### src/rtl/result_arb_pkg.sv
// Shared constants, ID width helper and result word type for result_reg_arbiter.
package result_arb_pkg;

  localparam int unsigned DEF_NUM_REQ = 4;
  localparam int unsigned DEF_DATA_W  = 32;

  // Source-ID width: clog2 of the requester count, never narrower than one bit.
  function automatic int unsigned id_width(input int unsigned n);
    return (n <= 1) ? 1 : $clog2(n);
  endfunction

  typedef logic [DEF_DATA_W-1:0] result_word_t;

endpackage

### src/rtl/result_reg_arbiter_if.sv
// Request and result handshake bundle for result_reg_arbiter.
// Optional out_parity exists only when RESULT_ARB_PARITY_EN is defined.
interface result_reg_arbiter_if
  import result_arb_pkg::*;
#(
  parameter int unsigned NUM_REQ = DEF_NUM_REQ,
  parameter int unsigned DATA_W  = DEF_DATA_W
);
  localparam int unsigned ID_W = id_width(NUM_REQ);

  logic [NUM_REQ-1:0]        req_valid;
  logic [NUM_REQ*DATA_W-1:0] req_data;
  logic [NUM_REQ-1:0]        req_ready;
  logic                      out_valid;
  logic [DATA_W-1:0]         out_data;
  logic [ID_W-1:0]           out_src;
  logic                      out_ready;
`ifdef RESULT_ARB_PARITY_EN
  logic                      out_parity;
`endif

  // Requester/consumer side (drives requests and out_ready).
  modport master (
    output req_valid, req_data, out_ready,
    input  req_ready, out_valid, out_data, out_src
`ifdef RESULT_ARB_PARITY_EN
    , input out_parity
`endif
  );

  // Arbiter side.
  modport slave (
    input  req_valid, req_data, out_ready,
    output req_ready, out_valid, out_data, out_src
`ifdef RESULT_ARB_PARITY_EN
    , output out_parity
`endif
  );

endinterface

### src/rtl/result_reg_arbiter_rr_arbiter.sv
// Round-robin arbiter: pointer register, wrap-around priority search, one-hot grant.
module rr_arbiter
  import result_arb_pkg::*;
#(
  parameter  int unsigned NUM_REQ = DEF_NUM_REQ,
  localparam int unsigned ID_W    = id_width(NUM_REQ)
) (
  input  logic               clk,
  input  logic               reset,
  input  logic [NUM_REQ-1:0] i_req,
  input  logic               i_enable,
  output logic [NUM_REQ-1:0] o_grant_c,
  output logic [ID_W-1:0]    o_grant_idx_c,
  output logic               o_any_grant_c
);

  logic [ID_W-1:0] r_ptr;
  logic [ID_W-1:0] w_idx;
  logic            w_found;

  // First active request at or above the pointer, wrapping past NUM_REQ-1 to 0.
  always_comb begin
    int unsigned v_cand;
    logic [ID_W-1:0] v_sel;
    w_found = 1'b0;
    w_idx   = '0;
    v_cand  = 0;
    v_sel   = '0;
    for (int unsigned off = 0; off < NUM_REQ; off++) begin
      v_cand = 32'(r_ptr) + off;
      if (v_cand >= NUM_REQ) v_cand = v_cand - NUM_REQ;
      v_sel = ID_W'(v_cand);
      if (!w_found && i_req[v_sel]) begin
        w_found = 1'b1;
        w_idx   = v_sel;
      end
    end
  end

  // One-hot grant only when the result slot can accept a word.
  always_comb begin
    o_grant_c     = '0;
    o_any_grant_c = w_found && i_enable;
    o_grant_idx_c = w_idx;
    if (o_any_grant_c) o_grant_c[w_idx] = 1'b1;
  end

  // Pointer moves one past the winner; held when nothing is granted.
  always_ff @(posedge clk) begin
    if (reset) begin
      r_ptr <= '0;
    end else if (o_any_grant_c) begin
      r_ptr <= (w_idx == ID_W'(NUM_REQ - 1)) ? '0 : w_idx + ID_W'(1);
    end
  end

endmodule

### src/rtl/result_reg_arbiter.sv
// Shares one registered result slot among NUM_REQ requesters with round-robin arbitration.
// Define RESULT_ARB_PARITY_EN to add the registered out_parity output.
module result_reg_arbiter
  import result_arb_pkg::*;
#(
  parameter  int unsigned NUM_REQ = DEF_NUM_REQ,
  parameter  int unsigned DATA_W  = DEF_DATA_W,
  localparam int unsigned ID_W    = id_width(NUM_REQ)
) (
  input logic                 clk,
  input logic                 reset,
  result_reg_arbiter_if.slave bus
);

  logic [NUM_REQ-1:0] w_grant;
  logic [ID_W-1:0]    w_grant_idx;
  logic               w_any_grant;
  logic               w_can_load;
  logic [DATA_W-1:0]  w_sel_data;

  logic               r_out_valid;
  logic [DATA_W-1:0]  r_out_data;
  logic [ID_W-1:0]    r_out_src;

  assign w_can_load = !r_out_valid || bus.out_ready;
  assign w_sel_data = bus.req_data[w_grant_idx*DATA_W +: DATA_W];

  rr_arbiter #(.NUM_REQ(NUM_REQ)) u_rr_arbiter (
    .clk          (clk),
    .reset        (reset),
    .i_req        (bus.req_valid),
    .i_enable     (w_can_load && !reset),
    .o_grant_c    (w_grant),
    .o_grant_idx_c(w_grant_idx),
    .o_any_grant_c(w_any_grant)
  );

  // Result register: load on grant, drop valid once delivered with no refill.
  always_ff @(posedge clk) begin
    if (reset) begin
      r_out_valid <= 1'b0;
      r_out_data  <= '0;
      r_out_src   <= '0;
    end else if (w_any_grant) begin
      r_out_valid <= 1'b1;
      r_out_data  <= w_sel_data;
      r_out_src   <= w_grant_idx;
    end else if (r_out_valid && bus.out_ready) begin
      r_out_valid <= 1'b0;
    end
  end

`ifdef RESULT_ARB_PARITY_EN
  logic r_out_parity;

  // Even parity of the captured word, tracking out_data.
  always_ff @(posedge clk) begin
    if (reset) begin
      r_out_parity <= 1'b0;
    end else if (w_any_grant) begin
      r_out_parity <= ^w_sel_data;
    end
  end

  assign bus.out_parity = r_out_parity;
`endif

  assign bus.req_ready = w_grant;
  assign bus.out_valid = r_out_valid;
  assign bus.out_data  = r_out_data;
  assign bus.out_src   = r_out_src;

endmodule

### src/flat_wrapper.sv
// flat-port wrapper written by rule: the top's interface ports become plain ports
module result_reg_arbiter_flat import result_arb_pkg::*;
#(
  parameter  int unsigned NUM_REQ = DEF_NUM_REQ,
  parameter  int unsigned DATA_W  = DEF_DATA_W,
  localparam int unsigned ID_W    = id_width(NUM_REQ)
)
  (clk, reset, bus_req_valid, bus_req_data, bus_out_ready, bus_req_ready, bus_out_valid, bus_out_data, bus_out_src);
  result_reg_arbiter_if #(.NUM_REQ(NUM_REQ), .DATA_W(DATA_W)) bus_i ();
  input logic clk;
  input logic reset;
  input wire logic [$bits(bus_i.req_valid)-1:0] bus_req_valid;
  input wire logic [$bits(bus_i.req_data)-1:0] bus_req_data;
  input wire logic [$bits(bus_i.out_ready)-1:0] bus_out_ready;
  output wire logic [$bits(bus_i.req_ready)-1:0] bus_req_ready;
  output wire logic [$bits(bus_i.out_valid)-1:0] bus_out_valid;
  output wire logic [$bits(bus_i.out_data)-1:0] bus_out_data;
  output wire logic [$bits(bus_i.out_src)-1:0] bus_out_src;
  assign bus_i.req_valid = bus_req_valid;
  assign bus_i.req_data = bus_req_data;
  assign bus_i.out_ready = bus_out_ready;
  assign bus_req_ready = bus_i.req_ready;
  assign bus_out_valid = bus_i.out_valid;
  assign bus_out_data = bus_i.out_data;
  assign bus_out_src = bus_i.out_src;
  result_reg_arbiter #(.NUM_REQ(NUM_REQ), .DATA_W(DATA_W)) u_core (.clk(clk), .reset(reset), .bus(bus_i));
endmodule
### config.mk
export PLATFORM = sky130hd
export DESIGN_NAME = result_reg_arbiter_flat
export DESIGN_NICKNAME = d
export VERILOG_FILES = /design/src/rtl/result_arb_pkg.sv /design/src/rtl/result_reg_arbiter_if.sv /design/src/rtl/result_reg_arbiter_rr_arbiter.sv /design/src/rtl/result_reg_arbiter.sv /design/src/flat_wrapper.sv
export SDC_FILE = /design/constraint.sdc
export NUM_CORES = 1
export LEC_CHECK = 0
export ABC_CLOCK_PERIOD_IN_PS = 4000
export CORE_ASPECT_RATIO = 0.6
export CORE_MARGIN = 1.5
export CORE_UTILIZATION = 39
export DETAILED_ROUTE_END_ITERATION = 8
export PLACE_DENSITY_LB_ADDON = 0.05
export SLEW_MARGIN = 0
export SYNTH_ARGS = -nofsm -noshare
export SYNTH_HDL_FRONTEND = slang
export SYNTH_HIERARCHICAL = 1
export SYNTH_SLANG_ARGS = --single-unit
### constraint.sdc
create_clock -name clk -period 4 [get_ports clk]
set_input_delay 0.8 -clock clk [delete_from_list [all_inputs] [get_ports clk]]
set_output_delay 0.8 -clock clk [all_outputs]
set_load 0.05 [all_outputs]
==> results of run 1 <==
==> registers in the layout, indices dropped and copies added, names as in the netlist <==
register	count
u_core/bus.out_valid	1
u_core/u_rr_arbiter/r_ptr	2
u_core/bus.out_src	2
u_core/bus.out_data	32
==> cells by family after synthesis <==
group           share of synthesized area (%)
compound gates                           20.2
fa+ha+maj                                1.95
buf+inv                                  6.86
flops                                    28.8
mux                                      26.5
simple gates                             15.7
==> critical path, stage by stage <==
cell	delay [ns]
clkdlybuf4s50_1	0.54
nand2b_1	0.12
a21oi_1	0.08
nor4_2	0.54
inv_1	0.13
ha_1	0.22
and2_1	0.16
buf_12	0.15
==> area by class of cell <==
type | count | area (um2) | area share [%]
timing repair buffer | 178 | 1810 | 41.0
multi-input combinational | 164 | 1660 | 37.6
sequential | 37 | 741 | 16.8
tap | 84 | 105 | 2.38
clock buffer | 6 | 72.6 | 1.64
inverter | 4 | 15.0 | 0.340
clock inverter | 2 | 10.0 | 0.227
==> layout by cell type, fill, tap and decap left out <==
master,synthesis,routed
mux2i_1,68,68
nand3b_1,1,1
clkbuf_1,7,1
nand2b_1,2,2
or3b_2,32,33
o22a_2,1,1
or2b_1,1,1
nor2b_1,2,1
clkdlybuf4s50_1,0,169
clkinv_2,0,2
o21a_1,1,1
inv_1,4,4
o221ai_1,2,2
clkbuf_8,0,5
nor2_1,6,6
ha_1,4,4
nor2b_2,0,1
buf_12,0,4
dfxtp_1,37,37
nand2_1,1,1
a21oi_1,4,4
a211oi_2,1,1
nor3_1,1,1
o221ai_2,30,30
buf_4,2,5
nor4_2,1,2
and2_1,4,4
==> stage by stage <==
| step | worst slack (ns) | hold WS (ns) | area, um2 | utilization, % |
|---|---|---|---|---|
| 2_1_floorplan | 1.02 | 0.524 | 2570 | - |
| 3_3_place_gp | 0.586 | 0.478 | 4330 | 69.3 |
| 3_5_place_dp | 0.463 | 0.479 | 4330 | 69.3 |
| 4_1_cts | 0.446 | 0.501 | 4410 | 70.6 |
| 5_1_grt | 0.306 | 0.542 | 4410 | 70.6 |
| 6_report | 0.457 | 0.495 | 4410 | 70.6 |
==> path summary, 6_finish.rpt <==
| kind | end | slack, ns | cells after the start |
|---|---|---|---|
| hold / removal | u_core/bus.out_src[0] | 0.49 | 2 |
| setup / recovery | bus_req_ready[0] | 0.46 | 8 |
| setup reg to reg | u_core/bus.out_data[2] | 1.54 | 6 |
| hold reg to reg | u_core/bus.out_src[0] | 0.49 | 2 |
==> report_power, final <==
group	leakage [uW]	switching, uW	internal, uW
combinational	0.00133	367	339
sequential	0.000305	22.6	414
clock	0.0000450	136	121
total	0.00168	526	873
==> metal layers <==
metal	part of all wire, %	vias up	global-route usage (%)
li1	-	1213	-
met1	44	1082	26.0
met2	47	90	36.2
met3	8.8	2	6.50
met4	0.34	0	3.45
met5	0	-	0
==> results.txt, run 1 <==
Clock Skew - 0.00999 ns
Die W - 108 um
top cells by area, synth - dfxtp_1 (29%), mux2i_1 (26%), o221ai_2 (18%)
maximum vdd drop - 0.218 mV
Post-Syn Area - 0.00257 mm2
Critical Path Source - bus_req_valid[3]
post-DP HPWL - 5650 um
ys async rst share - 0%
crit end category - primary output
CP required - 3.20 ns
Starting Density - 41.1%
unrepaired setup endpoints after global routing - false
WS Path Type - in2out
largest net degree at the start of global routing - 40
endpoints failing setup - 0
gp weighted congestion - 0.715
fin crit share - 88.6%
post-route ant nets - 0
Yosys warnings - 6
Rel. slew slack - 27.4%
nets@finish - 529
most frequent cell after synthesis - mux2i_1
Layout area overhead - 71.8%
IO Port Bufs - 173
post-synth cell types - 26
arrival time worst endpoint - 2.74 ns
# clock sinks - 37
# rows - 22
static leakage - 0.00168 uW
maximum clock frequency - 282 MHz
Via density - 5.03
Hold Violations, Final - 0
Routed WL per cell - 15.7 um
Yosys reg bits - 37
Remaining DRCs - 0
GRT Total Usage - 20.9%
Startpoint Class - input port
number of iterations in the first detailed-routing pass - 4
mean post-synth cell area - 11.3 um2
postcts setup bufs - 0
initial antenna violation count - 0
final wirelength - 7460 um
CTS tree - done
Chip Height - 65.9 um
maximum net fanout on the critical path - 5
Clk Latency, worst-skew pair - 0.29 ns
vias in the first global route - 2408
I/O pin cnt - 174
initial detailed-routing violation count - 74
EDFF count, synth - 0
root buf cell - clkbuf_8
dpl cells - 467
number of fill cells - 505
power per cell area - 317 mW/mm2
Synth area leader - dfxtp_1
Seq/Total Area, Yosys - 28.8%
Hold Crit Class - reg2reg
worst reg2reg path startpoint - u_core/u_rr_arbiter/r_ptr[1]
H-tree Lvls - 2
die area - 0.00710 mm2
Synth Flop Type - dfxtp_1
Inserted Diodes - 0
post-route non-filler standard cell count - 475
quantity of hold-fixing buffers added after cts - 0
Clock Path Buffers - 2
post-synth top area share - 28.8%
fin crit period - 3.54 ns
top post-synthesis cells by count - mux2i_1 (68), dfxtp_1 (37), or3b_2 (32)
status - completed
global-route wire length before repair - 11700 um
total gr overflow - 0
Worst-Margin Slew - 1.09 ns
share of layout cells above drive strength 1 - 21.5%
Worst Hold Launch - u_core/bus.out_src[0]
Synth Net Count - 367
CTS resizes - 0
CTS Buf Count - 5
Slew Viols, Final - 0
core area - 0.00625 mm2
Setup Total Neg Slack - 0 ns
Cells after Synth - 228
routed vias - 2387
Tot Pwr - 1400 uW
max capacitance violation total - 0
Reg clk slew, reported paths - 0.08 ns
(Power assumes the default switching activity.)
==> inputs of run 2 (changes only) <==
Settings changed: CTS_CLUSTER_SIZE set to 20.
==> results of run 2 <==
No change in the layout: final DEF, timing and power equal those of run 1.
==> inputs of run 3 (changes only) <==
Settings changed: SKIP_CTS_REPAIR_TIMING set to 1.
==> results of run 3 <==
No change in the layout: final DEF, timing and power equal those of run 1.
